<file path="src/rtl/collatz_pkg.sv">
// Shared types and constants for the Collatz engine: FSM state encoding,
// default widths, and status-bit positions used when packing into a register map.
package collatz_pkg;

  localparam int WIDTH_DEF     = 16;
  localparam int CNT_W_DEF     = 16;
  localparam int MAX_STEPS_DEF = 1000;

  typedef enum logic [0:0] {
    ST_IDLE = 1'b0,
    ST_RUN  = 1'b1
  } state_t;

  // Bit positions of the status word exposed by the Wishbone register slice
  localparam int STAT_BUSY     = 0;
  localparam int STAT_DONE     = 1;
  localparam int STAT_OVF      = 2;
  localparam int STAT_TMO      = 3;
  localparam int STAT_ERR_ZERO = 4;

endpackage

</file>
<file path="src/rtl/collatz_engine_if.sv">
// Control/result bundle between the register slice (master) and the engine (slave).
interface collatz_engine_if #(
  parameter int WIDTH = 16,
  parameter int CNT_W = 16
);
  import collatz_pkg::*;

  // Handshake: start is accepted only while busy=0 (IDLE) and is sampled
  // together with seed/mode on that edge; done is a one-cycle strobe that
  // qualifies x/steps/peak/flags, which then hold until the next accepted
  // start. abort ends a run silently (no done strobe).
  logic             start;
  logic [WIDTH-1:0] seed;
  logic             mode;
  logic             abort;
  logic             busy;
  logic             done;
  logic [WIDTH-1:0] x;
  logic [CNT_W-1:0] steps;
  logic [WIDTH-1:0] peak;
  logic             ovf;
  logic             tmo;
  logic             err_zero;
  state_t           dbg_state;

  modport master (
    output start, seed, mode, abort,
    input  busy, done, x, steps, peak, ovf, tmo, err_zero, dbg_state
  );

  modport slave (
    input  start, seed, mode, abort,
    output busy, done, x, steps, peak, ovf, tmo, err_zero, dbg_state
  );

endinterface

</file>
<file path="src/rtl/collatz_step.sv">
// One Collatz step, computed at WIDTH+2 bits so 3x+1 overflow is detectable
// before truncation. In shortcut mode an odd step also performs the following halving.
module collatz_step #(
  parameter int WIDTH = 16
) (
  input  logic [WIDTH-1:0] x,
  input  logic             mode,
  output logic [WIDTH-1:0] next_x,
  output logic [1:0]       inc,
  output logic [WIDTH-1:0] peak_cand,
  output logic             overflow
);

  logic [WIDTH+1:0] x_ext;
  logic [WIDTH+1:0] t3;
  logic             odd;

  always_comb begin
    x_ext     = {2'b00, x};
    t3        = (x_ext << 1) + x_ext + (WIDTH+2)'(1);
    odd       = x[0];
    overflow  = odd && (t3[WIDTH+1:WIDTH] != 2'b00);
    next_x    = x >> 1;
    peak_cand = x >> 1;
    inc       = 2'd1;
    if (odd) begin
      // peak counts the un-halved 3x+1 even when shortcut mode skips past it
      peak_cand = t3[WIDTH-1:0];
      if (mode) begin
        next_x = t3[WIDTH:1];
        inc    = 2'd2;
      end else begin
        next_x = t3[WIDTH-1:0];
      end
    end
  end

endmodule

</file>
<file path="src/rtl/collatz_engine.sv">
// Collatz sequence engine: loads a seed, steps once per clock until x reaches 1,
// and reports step count, peak and termination cause (normal/overflow/timeout/zero).
module collatz_engine
  import collatz_pkg::*;
#(
  parameter int WIDTH     = WIDTH_DEF,
  parameter int CNT_W     = CNT_W_DEF,
  parameter int MAX_STEPS = MAX_STEPS_DEF
) (
  input logic              clk,
  input logic              rst_n,
  collatz_engine_if.slave  bus
);

  state_t           state_q, state_d;
  logic [WIDTH-1:0] x_q, x_d;
  logic [CNT_W-1:0] steps_q, steps_d;
  logic [WIDTH-1:0] peak_q, peak_d;
  logic             mode_q, mode_d;
  logic             done_q, done_d;
  logic             ovf_q, ovf_d;
  logic             tmo_q, tmo_d;
  logic             err_zero_q, err_zero_d;

  logic [WIDTH-1:0] step_next_x;
  logic [1:0]       step_inc;
  logic [WIDTH-1:0] step_peak;
  logic             step_ovf;
  logic [CNT_W:0]   steps_sum;

  collatz_step #(.WIDTH(WIDTH)) u_step (
    .x         (x_q),
    .mode      (mode_q),
    .next_x    (step_next_x),
    .inc       (step_inc),
    .peak_cand (step_peak),
    .overflow  (step_ovf)
  );

  always_comb begin
    state_d    = state_q;
    x_d        = x_q;
    steps_d    = steps_q;
    peak_d     = peak_q;
    mode_d     = mode_q;
    done_d     = 1'b0;
    ovf_d      = ovf_q;
    tmo_d      = tmo_q;
    err_zero_d = err_zero_q;
    steps_sum  = {1'b0, steps_q} + (CNT_W+1)'(step_inc);

    case (state_q)
      ST_IDLE: begin
        if (bus.start) begin
          x_d        = bus.seed;
          peak_d     = bus.seed;
          steps_d    = '0;
          ovf_d      = 1'b0;
          tmo_d      = 1'b0;
          if (bus.seed != '0) begin
            mode_d     = bus.mode;
            err_zero_d = 1'b0;
            state_d    = ST_RUN;
          end else begin
            err_zero_d = 1'b1;
            done_d     = 1'b1;
          end
        end
      end
      ST_RUN: begin
        if (bus.abort) begin
          state_d = ST_IDLE;
        end else if (x_q == WIDTH'(1)) begin
          state_d = ST_IDLE;
          done_d  = 1'b1;
        end else if (steps_sum > (CNT_W+1)'(MAX_STEPS)) begin
          // the limit is checked before the step, so steps never exceeds MAX_STEPS
          state_d = ST_IDLE;
          tmo_d   = 1'b1;
          done_d  = 1'b1;
        end else if (step_ovf) begin
          state_d = ST_IDLE;
          ovf_d   = 1'b1;
          done_d  = 1'b1;
        end else begin
          x_d     = step_next_x;
          steps_d = steps_sum[CNT_W-1:0];
          if (step_peak > peak_q) peak_d = step_peak;
        end
      end
      default: state_d = ST_IDLE;
    endcase
  end

  always_ff @(posedge clk or negedge rst_n) begin
    if (!rst_n) begin
      state_q    <= ST_IDLE;
      x_q        <= '0;
      steps_q    <= '0;
      peak_q     <= '0;
      mode_q     <= 1'b0;
      done_q     <= 1'b0;
      ovf_q      <= 1'b0;
      tmo_q      <= 1'b0;
      err_zero_q <= 1'b0;
    end else begin
      state_q    <= state_d;
      x_q        <= x_d;
      steps_q    <= steps_d;
      peak_q     <= peak_d;
      mode_q     <= mode_d;
      done_q     <= done_d;
      ovf_q      <= ovf_d;
      tmo_q      <= tmo_d;
      err_zero_q <= err_zero_d;
    end
  end

  assign bus.busy      = (state_q == ST_RUN);
  assign bus.done      = done_q;
  assign bus.x         = x_q;
  assign bus.steps     = steps_q;
  assign bus.peak      = peak_q;
  assign bus.ovf       = ovf_q;
  assign bus.tmo       = tmo_q;
  assign bus.err_zero  = err_zero_q;
  assign bus.dbg_state = state_q;

endmodule
</file>
<file path="src/flat_wrapper.sv">
// flat-port wrapper written by rule: the top's interface ports become plain ports
module collatz_engine_flat import collatz_pkg::*;
#(
  parameter int WIDTH     = WIDTH_DEF,
  parameter int CNT_W     = CNT_W_DEF,
  parameter int MAX_STEPS = MAX_STEPS_DEF
)
  (clk, rst_n, bus_start, bus_seed, bus_mode, bus_abort, bus_busy, bus_done, bus_x, bus_steps, bus_peak, bus_ovf, bus_tmo, bus_err_zero, bus_dbg_state);
  collatz_engine_if #(.WIDTH(WIDTH), .CNT_W(CNT_W)) bus_i ();
  input logic clk;
  input logic rst_n;
  input wire logic [$bits(bus_i.start)-1:0] bus_start;
  input wire logic [$bits(bus_i.seed)-1:0] bus_seed;
  input wire logic [$bits(bus_i.mode)-1:0] bus_mode;
  input wire logic [$bits(bus_i.abort)-1:0] bus_abort;
  output wire logic [$bits(bus_i.busy)-1:0] bus_busy;
  output wire logic [$bits(bus_i.done)-1:0] bus_done;
  output wire logic [$bits(bus_i.x)-1:0] bus_x;
  output wire logic [$bits(bus_i.steps)-1:0] bus_steps;
  output wire logic [$bits(bus_i.peak)-1:0] bus_peak;
  output wire logic [$bits(bus_i.ovf)-1:0] bus_ovf;
  output wire logic [$bits(bus_i.tmo)-1:0] bus_tmo;
  output wire logic [$bits(bus_i.err_zero)-1:0] bus_err_zero;
  output wire logic [$bits(bus_i.dbg_state)-1:0] bus_dbg_state;
  assign bus_i.start = bus_start;
  assign bus_i.seed = bus_seed;
  assign bus_i.mode = bus_mode;
  assign bus_i.abort = bus_abort;
  assign bus_busy = bus_i.busy;
  assign bus_done = bus_i.done;
  assign bus_x = bus_i.x;
  assign bus_steps = bus_i.steps;
  assign bus_peak = bus_i.peak;
  assign bus_ovf = bus_i.ovf;
  assign bus_tmo = bus_i.tmo;
  assign bus_err_zero = bus_i.err_zero;
  assign bus_dbg_state = bus_i.dbg_state;
  collatz_engine #(.WIDTH(WIDTH), .CNT_W(CNT_W), .MAX_STEPS(MAX_STEPS)) u_core (.clk(clk), .rst_n(rst_n), .bus(bus_i));
endmodule
</file>
<file path="config.mk">
export PLATFORM = sky130hd
export DESIGN_NAME = collatz_engine_flat
export DESIGN_NICKNAME = d
export VERILOG_FILES = /design/src/rtl/collatz_pkg.sv /design/src/rtl/collatz_engine_if.sv /design/src/rtl/collatz_step.sv /design/src/rtl/collatz_engine.sv /design/src/flat_wrapper.sv
export SDC_FILE = /design/constraint.sdc
export NUM_CORES = 1
export LEC_CHECK = 0
export BUFFER_PORTS_ARGS = -buffer_cell sky130_fd_sc_hd__buf_2
export CORE_AREA = 5 5 98 100
export DETAILED_ROUTE_END_ITERATION = 10
export DIE_AREA = 0 0 103 105
export GPL_TIMING_DRIVEN = 0
export PLACE_DENSITY = 0.79
export SKIP_LAST_GASP = 1
export SYNTH_ARGS = -nofsm -noshare
export SYNTH_HDL_FRONTEND = slang
export SYNTH_SLANG_ARGS = --single-unit
</file>
<file path="constraint.sdc">
create_clock -name clk -period 5.7 [get_ports clk]
set_input_delay 1.14 -clock clk [delete_from_list [all_inputs] [get_ports clk]]
set_output_delay 1.14 -clock clk [all_outputs]
set_load 0.05 [all_outputs]
</file>
# Word-level counts from Yosys, hierarchy flattened
# Cells that the tools add are included.
# word_totals
register_bits	54
in_bits	21
out_inout_bits	54
word_cells	80
# classes
n_addsub	3
n_lt_le_gt_ge	2
eq_ne	9
mux	47
bitwise_logic	1
reduce_logical	9
# op_table
op	count
two-way mux 16 bit	18
one-hot mux 16 bit (2 select lines)	3
two-way mux 1 bit	20
adder 17 x 16 -> 18 bit	1
adder 18 x 1 -> 18 bit (second input constant)	1
adder 16 x 2 -> 17 bit	1
greater-than comparator 17 x 10 -> 1 bit (second input constant)	1
equality test 16 x 1 -> 1 bit (second input constant)	1
greater-than comparator 16 bit	1
!= test 2 bit (second input constant)	8
nonzero test 16 bit	1
AND reduction 5 bit	2
one-hot mux 1 bit (2 select lines)	4
AND reduction 6 bit	1
two-way mux 2 bit	2
AND reduction 4 bit	1
AND reduction 3 bit	1
AND reduction 2 bit	1
nonzero test 2 bit	1
logical AND 1 bit	1
NOT 1 bit	1

# Depth between registers and ports, before layout
# Gate-level depths: netlist of run 1.
# depth
ltp_word	10
mapped_depth	19
depth_no_buf	16

# By module
# Synthesis of run 1 repeated with hierarchy kept, for this count alone.
# hier_totals
hier_cells	582
hier_area_um2	4754.6
# modules_own_cells
mod	n_inst	cells_per_inst	area_per_inst_um2	seq_area_each_um2
collatz_engine	1	372	3383.2	1351.3
collatz_step	1	210	1371.3	0.0

# Least setup slack after synthesis of run 1
# OpenSTA, ideal clock, no wires.
# synth_timing
kind	register to register
from	register u_core.x_q[6], in the netlist u_core.bus.x[6]
to	register u_core.peak_q[7], in the netlist u_core.bus.peak[7]
setup_ns	0.128
arrival_ns	4.384
required_time_ns	5.572
path_slack_ns	1.188
stages_incl_launch_ff	18
path_buffers	1
period_less_slack_ns	4.512
cell_sequence	dfrtp_1 > inv_1 > ha_1 > a21oi_1 > o21ai_0 > or3_1 > o21a_1 > or4_1 > o311ai_0 > a21o_1 > ha_1 > nand4_1 > a21oi_1 > a2111oi_0 > a21oi_1 > a41oi_4 > buf_6 > mux2_1
# synth_via
elab_chain_len	9
word_cells_on_any_way	17
classes_between	add/sub: 2; order compare: 1; eq/ne: 4; mux: 7; reduce/logical: 3
# synth_rtl
item	line_no	text
start, declared	collatz_engine.sv:16	logic [WIDTH-1:0] x_q, x_d;
start signal, assigned	collatz_engine.sv:98	x_q <= '0;
start signal, assigned	collatz_engine.sv:108	x_q <= x_d;
parallel branches: the longest is 9 deep, another holds adder 17 x 16 -> 18 bit	-	
end signal, assigned	collatz_engine.sv:110	peak_q <= peak_d;
end, declared	collatz_engine.sv:18	logic [WIDTH-1:0] peak_q, peak_d;
# Several ways; the timed one is not identified. The select of a mux whose other input is x is not followed.
# A chain may end at the register's enable or synchronous reset.

# Worst setup path after layout of run 1
# layout_timing
from	register u_core.x_q[0], in the netlist u_core.bus.x[0]
to	register u_core.peak_q[8], in the netlist u_core.bus.peak[8]
# Same word-level chain as after synthesis.

==> impl_metrics.py, run 1 <==
metrics = {
    "run_status": {
        "status": "finished, final reports clean",
    },
    "die": {
        "fp-row-count": 34,
        "start_util": 0.560,
        "coreArea_um2": 8590,
        "ios": 75,
        "die_h_um": 105,
        "die-area_um2": 10800,
        "die_w_um": 103,
    },
    "cells_and_area": {
        "areaGrowthSynthToFinish_pct": 12.8,
        "diodes": 0,
        "fillers": 787,
        "final_layout_size_suffix_gt1_frac": 0.179,
        "layout_commonest_cell": "buf_2",
        "nets": 722,
        "layout_common_cells": "buf_2, nand2_1, dfrtp_1",
    },
    "run": {
        "maxCapViolCount": 0,
    },
    "critical_path": {
        "r2r_cells": 19,
        "crit_arrival_ns": 5.43,
        "r2r-end": "u_core.bus.peak[8]",
        "endpoint_kind": "flip-flop",
        "reg2reg_from": "u_core.bus.x[0]",
        "critPathMaxFanout": 10,
        "r2r_setup_slack_ns": 0.47,
        "criticalPathCategory": "flip-flop to flip-flop",
        "startpoint_type": "flip-flop",
        "required_ns": 5.90,
    },
    "cts": {
        "post_cts_buffers": 0,
        "cts_num_sinks": 54,
        "clk-insertion-delay-late_ns": 0.30,
        "cts_htree_levels": 2,
        "numCtsBuffers": 5,
        "cts_tree": "done",
        "cts_resized": 0,
        "cts_hold_buf": 0,
        "clk_path_buf_depth": 2,
        "cts_root_buf": "clkbuf_8",
        "cts.reportedPaths.clkPinSlew_ns": 0.10,
    },
    "routing": {
        "wl_um": 14600,
        "route.detailed.drc": 0,
        "vias": 4881,
        "firstDrtPassIters": 6,
        "routedWlPerCell_um": 19.1,
        "via_per_inst": 6.40,
        "ant_nets": 0,
        "dr.first_iter.drc_count": 437,
    },
    "timing": {
        "setup_tns_ns": 0,
        "worst_pin_slew_ns": 1.06,
        "slew_violations": 0,
        "finalCritPeriodShare": 0.918,
        "min_period_ns": 5.23,
        "rsz0062_at_grt": "false",
        "maxSlewHeadroom": 0.287,
        "fin_skew_ns": 0.00686,
        "maxClockFrequency_ghz": 0.191,
        "setup_viol": 0,
        "hold_viol": 0,
    },
    "synthesis": {
        "synth_nets": 641,
        "synth_ff_type": "dfrtp_1",
        "yosys_warnings": 0,
        "synthDistinctLibCells": 68,
        "postSynthAreaPerCell_um2": 8.40,
        "syn_area_um2": 4810,
        "synthArstFlopShare": 1.00,
        "ys_seq_area_frac": 0.281,
        "syn_inst": 573,
        "synth-seq-cells": 54,
        "synth_edf_count": 0,
    },
    "place": {
        "hpwl_um": 11300,
        "globalplace.congestion": 0.924,
        "io_buffer_count": 74,
    },
    "worst_hold_path": {
        "hold_path_end": "u_core.bus.tmo",
        "holdPathStages": 2,
        "worstHoldStart": "u_core.bus.tmo",
        "hp-class": "flip-flop to flip-flop",
    },
    "grt": {
        "antenna_found_initial": 0,
        "grt_start_max_net_pins": 55,
        "grt_pass1_wl_um": 23500,
        "grt_overflow": 0,
        "first_global_vias": 4732,
        "grt_use_total": 0.269,
    },
}
cell type report:
cell class | instances | area (um2) | share of cell area
Multi-Input combinational cell | 447 | 3160 | 0.581
Timing Repair Buffer | 74 | 373 | 0.0687
Inverter | 41 | 154 | 0.0283
Clock inverter | 3 | 40.0 | 0.00737
Buffer | 31 | 151 | 0.0279
Clock buffer | 5 | 68.8 | 0.0127
Tap cell | 108 | 135 | 0.0249
Sequential cell | 54 | 1350 | 0.249
worst max path at each step:
stage | start | end | slack [ns] | depth (start not counted)
floorplan | u_core.bus.x[6] | u_core.bus.peak[7] | 1.19 | 17
CTS | u_core.bus.x[0] | u_core.bus.peak[8] | 0.57 | 19
detailed placement | u_core.bus.x[0] | u_core.bus.peak[8] | 0.60 | 19
global route | u_core.bus.x[0] | u_core.bus.peak[8] | 0.21 | 19
finish | u_core.bus.x[0] | u_core.bus.peak[8] | 0.47 | 19
global placement | u_core.bus.x[0] | u_core.bus.peak[7] | 0.66 | 19
synth_stat cells (4+ instances only):
cell type | count | area share
a2111oi_0 | 5 | 0.0091
a211o_1 | 8 | 0.015
a21o_1 | 8 | 0.012
a21oi_1 | 45 | 0.047
a31oi_1 | 14 | 0.018
and3_1 | 9 | 0.012
buf_2 | 4 | 0.0042
buf_4 | 4 | 0.0062
clkbuf_1 | 19 | 0.015
dfrtp_1 | 54 | 0.28
ha_1 | 45 | 0.12
inv_1 | 41 | 0.032
mux2_2 | 16 | 0.037
mux2i_1 | 21 | 0.044
nand2_1 | 59 | 0.046
nand2b_1 | 4 | 0.0052
nand3_1 | 18 | 0.019
nand4_1 | 10 | 0.013
nor2_1 | 35 | 0.027
nor2b_1 | 7 | 0.0091
nor3_1 | 12 | 0.012
nor4_1 | 10 | 0.013
o211a_1 | 5 | 0.010
o21a_1 | 5 | 0.0078
o21ai_0 | 35 | 0.036
xnor2_1 | 7 | 0.013
xor2_1 | 5 | 0.0091
critical path, stage by stage, from the launching register on:
cell,delay [ns]
dfrtp_1,0.48
clkbuf_1,0.38
inv_1,0.10
clkbuf_1,0.27
ha_1,0.39
nand3b_1,0.11
nand2_1,0.06
a31oi_1,0.37
o21ai_0,0.21
xor2_1,0.32
nand2_1,0.13
nand2_1,0.10
ha_1,0.24
nand4_1,0.16
a21oi_1,0.07
a2111oi_0,0.50
a21oi_1,0.21
a41oi_4,0.43
buf_6,0.24
mux2_1,0.34
metal layers:
metal  vias up  share of wire  global-route usage
met5         -              0                   0
met1      2360           0.43               0.378
li1       2247              -                   -
met3        40          0.078              0.0353
met4         0          0.031              0.0842
met2       234           0.46               0.426
cells by family after synthesis:
kind of cell	count (synthesis)	synth area share
buf+inv	72	0.0634
flops	54	0.281
mux	40	0.0881
fa+ha+maj	47	0.125
simple gates	190	0.204
xor+xnor	12	0.0218
compound gates	158	0.216
registers in the layout, indices dropped and copies added, names as in the netlist:
name                 flops
u_core.mode_q            1
u_core.bus.ovf           1
u_core.bus.peak         16
u_core.bus.busy          1
u_core.bus.steps        16
u_core.bus.tmo           1
u_core.bus.done          1
u_core.bus.err_zero      1
u_core.bus.x            16
stage by stage:
step	std cells	setup WS, ns	instance area, um2	util	hold slack, ns
after floorplan	573	1.19	4810	-	0.714
after global placement	755	0.656	5320	0.619	0.462
after detailed placement	755	0.604	5320	0.619	0.467
after CTS	763	0.574	5430	0.631	0.492
after global routing	763	0.205	5430	0.632	0.520
final	763	0.470	5430	0.632	0.492
Power of run 1 is not shown: default switching activity piles up to over one toggle a cycle in this logic, so the estimate is an artifact.
==> run 2: changes to the inputs <==
--- a/config.mk
+++ b/config.mk
@@ -11,6 +11,7 @@
 export DIE_AREA = 0 0 103 105
 export GPL_TIMING_DRIVEN = 0
 export PLACE_DENSITY = 0.79
+export SETUP_SLACK_MARGIN = 0.5
 export SKIP_LAST_GASP = 1
 export SYNTH_ARGS = -nofsm -noshare
 export SYNTH_HDL_FRONTEND = slang
==> run 2 against run 1 <==
Net effect: first-iteration DRC count down 5.7%; highest routed layer unchanged; sequential share of layout area about the same; critical path depth stayed put.
==> impl_metrics.py, run 2 (same netlist as run 1, synthesis figures left out) <==
metrics = {
    "timing": {
        "worst_pin_slew_ns": 0.691,
        "rsz0062_at_grt": "false",
        "min_period_ns": 4.89,
        "slew_violations": 0,
        "hold_viol": 0,
        "finalCritPeriodShare": 0.858,
        "maxSlewHeadroom": 0.532,
        "fin_skew_ns": 0.0104,
        "setup_tns_ns": 0,
        "setup_viol": 0,
        "maxClockFrequency_ghz": 0.205,
    },
    "die": {
        "ios": 75,
        "die_h_um": 105,
        "coreArea_um2": 8590,
        "die-area_um2": 10800,
        "die_w_um": 103,
        "start_util": 0.560,
        "fp-row-count": 34,
    },
    "cells_and_area": {
        "areaGrowthSynthToFinish_pct": 12.9,
        "multi_input_area_um2": 3160,
        "fillers": 785,
        "final_layout_size_suffix_gt1_frac": 0.182,
        "layout_commonest_cell": "buf_2",
        "seqCellArea_um2": 1350,
        "nets": 722,
        "diodes": 0,
        "layout_common_cells": "buf_2, nand2_1, dfrtp_1",
    },
    "routing": {
        "route.detailed.drc": 0,
        "routedWlPerCell_um": 19.0,
        "dr.first_iter.drc_count": 412,
        "firstDrtPassIters": 5,
        "via_per_inst": 6.37,
        "ant_nets": 0,
        "wl_um": 14500,
        "vias": 4860,
    },
    "critical_path": {
        "r2r_setup_slack_ns": 0.81,
        "required_ns": 5.90,
        "reg2reg_from": "u_core.bus.x[0]",
        "r2r-end": "u_core.bus.peak[8]",
        "crit_arrival_ns": 5.09,
        "startpoint_type": "flip-flop",
        "criticalPathCategory": "flip-flop to flip-flop",
        "r2r_cells": 19,
        "endpoint_kind": "flip-flop",
        "critPathMaxFanout": 10,
    },
    "grt": {
        "antenna_found_initial": 0,
        "grt_use_total": 0.269,
        "grt_overflow": 0,
        "grt_pass1_wl_um": 23500,
        "first_global_vias": 4732,
        "grt_start_max_net_pins": 55,
    },
    "cts": {
        "numCtsBuffers": 5,
        "cts_root_buf": "clkbuf_8",
        "cts.reportedPaths.clkPinSlew_ns": 0.11,
        "cts_num_sinks": 54,
        "cts_htree_levels": 2,
        "clk-insertion-delay-late_ns": 0.31,
        "post_cts_buffers": 0,
        "cts_tree": "done",
        "clk_path_buf_depth": 2,
        "cts_hold_buf": 0,
        "cts_resized": 0,
    },
    "run_status": {
        "status": "finished, final reports clean",
    },
    "worst_hold_path": {
        "hp-class": "flip-flop to flip-flop",
        "holdPathStages": 2,
        "hold_path_end": "u_core.bus.tmo",
        "worstHoldStart": "u_core.bus.tmo",
    },
    "place": {
        "hpwl_um": 11300,
        "io_buffer_count": 74,
        "globalplace.congestion": 0.924,
    },
    "run": {
        "maxCapViolCount": 0,
    },
}
[run 2: worst max path at each step]
stage	startpoint	end	slack (ns)	cells after the start
after global routing	u_core.bus.x[0]	u_core.bus.peak[8]	0.57	19
after floorplan	u_core.bus.x[6]	u_core.bus.peak[7]	1.19	17
after detailed placement	u_core.bus.x[0]	u_core.bus.peak[8]	0.60	19
after global placement	u_core.bus.x[0]	u_core.bus.peak[7]	0.66	19
final	u_core.bus.x[0]	u_core.bus.peak[8]	0.81	19
after CTS	u_core.bus.x[0]	u_core.bus.peak[8]	0.57	19
[run 2: per-stage QoR]
step / instances / util / hold WS (ns) / worst slack, ns / instance area [um2]
after global routing: 763 / 0.632 / 0.520 / 0.568 / 5430
after detailed placement: 755 / 0.619 / 0.467 / 0.604 / 5320
after floorplan: 573 / - / 0.714 / 1.19 / 4810
final: 763 / 0.632 / 0.490 / 0.811 / 5430
after CTS: 763 / 0.631 / 0.492 / 0.574 / 5430
after global placement: 755 / 0.619 / 0.462 / 0.656 / 5320
[run 2: metal layers]
metal,wire [um],track usage
met1,6140,0.378
met4,384,0.0842
met3,1280,0.0353
met2,6720,0.426
met5,0,0
[run 2: layout make-up]
cell class                      instances  area share
Sequential cell                        54       0.249
Multi-Input combinational cell        447       0.581
Clock buffer                            5      0.0127
Inverter                               41      0.0283
Clock inverter                          3     0.00737
Timing Repair Buffer                   74      0.0686
Tap cell                              108      0.0249
Buffer                                 31      0.0283
[run 2: critical path, stage by stage, from the launching register on]
cell and delay [ns]:
dfrtp_1 0.47, clkbuf_2 0.26, inv_1 0.08, clkbuf_2 0.21, ha_1 0.34, nand3b_1 0.10
nand2_1 0.06, a31oi_1 0.37, o21ai_0 0.21, xor2_1 0.32, nand2_1 0.13, nand2_1 0.10
ha_1 0.24, nand4_1 0.16, a21oi_1 0.07, a2111oi_1 0.44, a21oi_1 0.20, a41oi_4 0.42
buf_6 0.24, mux2_1 0.34
Power of run 2 is left out for the same reason.
==> run 3: changes to the inputs <==
==> constraint.sdc (replaced) <==
create_clock -name clk -period 4.9 [get_ports clk]
set_input_delay 0.98 -clock clk [delete_from_list [all_inputs] [get_ports clk]]
set_output_delay 0.98 -clock clk [all_outputs]
set_load 0.05 [all_outputs]
==> run 3 against run 2 <==
Net effect: cell area increased by 3.6%; sequential cell count did not move; clock skew is essentially flat; die area unchanged; critical path depth down 4; setup slack lost 0.23 ns; largest cell class unchanged.
==> impl_metrics.py, run 3 (same netlist as run 1, synthesis figures left out) <==
metrics = {
    "run": {
        "maxCapViolCount": 0,
    },
    "grt": {
        "grt_start_max_net_pins": 55,
        "grt_use_total": 0.268,
        "grt_overflow": 0,
        "grt_pass1_wl_um": 23400,
        "first_global_vias": 4625,
        "antenna_found_initial": 0,
    },
    "cts": {
        "cts_htree_levels": 2,
        "cts_tree": "done",
        "clk-insertion-delay-late_ns": 0.31,
        "clk_path_buf_depth": 2,
        "cts_num_sinks": 54,
        "cts_root_buf": "clkbuf_8",
        "cts.reportedPaths.clkPinSlew_ns": 0.11,
        "numCtsBuffers": 5,
        "cts_hold_buf": 0,
    },
    "routing": {
        "top_layer": "met4",
        "firstDrtPassIters": 5,
        "met2_length_um": 7150,
        "drt-met1-wl_um": 6010,
        "via_per_inst": 6.28,
        "wl_um": 15000,
        "dr.first_iter.drc_count": 472,
        "ant_nets": 0,
        "wl_met3_um": 1300,
        "vias": 4867,
        "routedWlPerCell_um": 19.3,
        "route.detailed.drc": 0,
    },
    "timing": {
        "worst_pin_slew_ns": 0.753,
        "hold_viol": 0,
        "maxSlewHeadroom": 0.498,
        "hold_ws_ns": 0.485,
        "setup_tns_ns": 0,
        "finalCritPeriodShare": 0.882,
        "slew_violations": 0,
        "min_period_ns": 4.32,
        "maxClockFrequency_ghz": 0.231,
        "setup_viol": 0,
        "fin_skew_ns": 0.0100,
        "rsz0062_at_grt": "false",
    },
    "worst_hold_path": {
        "hold_path_end": "u_core.bus.err_zero",
        "worstHoldStart": "u_core.bus.err_zero",
        "holdPathStages": 2,
        "hp-class": "flip-flop to flip-flop",
    },
    "critical_path": {
        "r2r-end": "u_core.bus.x[10]",
        "reg2reg_from": "u_core.bus.x[0]",
        "crit_arrival_ns": 4.53,
        "required_ns": 5.11,
        "cp.depth": 15,
        "criticalPathCategory": "flip-flop to flip-flop",
        "path_common_cell": "buf_4",
        "critPathMaxStageDelay_ns": 0.50,
        "path_buf_inv": 4,
        "critPathMaxFanout": 10,
        "startpoint_type": "flip-flop",
        "r2r_cells": 15,
        "cp_cell_sequence": "buf_4 -> clkbuf_4 -> nand2_1 -> ha_1 -> fa_1 -> or3b_1 -> a311o_1 -> o311ai_1 -> a211oi_1 -> nor4_4 -> nand4bb_1 -> buf_2 -> nand2_2 -> buf_4 -> mux2_1",
        "r2r_setup_slack_ns": 0.58,
        "endpoint_kind": "flip-flop",
        "cp_top_family": "simple AND/OR/NAND/NOR gates",
        "cp_slowest_cell": "fa_1",
    },
    "run_status": {
        "status": "finished, final reports clean",
    },
    "die": {
        "coreArea_um2": 8590,
        "die_h_um": 105,
        "die_w_um": 103,
        "ios": 75,
        "fp-row-count": 34,
        "die-area_um2": 10800,
        "start_util": 0.560,
    },
    "cells_and_area": {
        "finish.utilization": 0.655,
        "final_layout_size_suffix_gt1_frac": 0.238,
        "layout_commonest_cell": "buf_2",
        "nets": 734,
        "finalNonFillerCells": 775,
        "diodes": 0,
        "layout_common_cells": "buf_2, nand2_1, dfrtp_1",
        "areaGrowthSynthToFinish_pct": 17.0,
    },
    "place": {
        "dp_cells": 755,
        "io_buffer_count": 74,
        "hpwl_um": 11300,
        "globalplace.congestion": 0.968,
    },
}
-- run 3: changes by cell type in the layout (fill, tap and decap cells not counted), moves of 3 or more --
cell,delta
dfrtp_1,-9
a21oi_1,-6
o21ai_1,+5
dfrtp_2,+9
a21oi_2,+6
buf_4,+13
o21ai_0,-5
ha_2,+3
ha_1,-3
-- run 3: tightest hold or removal path, delay by kind of cell, from the launching register on --
family / cells / cell delay, ns
flops: 1 / 0.35
simple gates: 2 / 0.11
-- run 3: layout make-up --
cell class                 count  area [um2]
multi-input combinational    447        3250
inverter                      41         154
timing repair buffer          86         467
tap                          108         135
clock inverter                 2        12.5
clock buffer                   6        82.6
buffer                        31         168
sequential                    54        1360
fill                         708        2960
-- run 3: repair_timing --
item | CTS | global route
buffers inserted | 1 | 11
pin swaps | 2 | 5
resized for setup | 9 | 38
setup endpoints to repair | 49 | 45
endpoints found under the hold margin | 0 | 0
-- run 3: routing by layer --
metal / up-vias / GRT usage
met2: 267 / 0.428
met1: 2281 / 0.369
met5: - / 0
li1: 2274 / -
met4: 0 / 0.0888
met3: 45 / 0.0413
-- run 3: per-stage QoR --
step / setup WS (ns) / instance area, um2
floorplan: 0.539 / 4820
global placement: 0.0483 / 5330
detailed placement: -0.0707 / 5330
CTS: 0.503 / 5440
global route: 0.421 / 5630
finish: 0.579 / 5630
-- run 3: how the worst max path moves through the flow --
stage,from,to
finish,u_core.bus.x[0],u_core.bus.x[10]
global route,u_core.bus.x[0],u_core.bus.x[2]
CTS,u_core.bus.x[7],u_core.bus.peak[2]
detailed placement,u_core.bus.x[0],u_core.bus.peak[8]
global placement,u_core.bus.x[0],u_core.bus.peak[8]
floorplan,u_core.bus.x[3],u_core.bus.peak[7]
Power of run 3 is left out for the same reason.
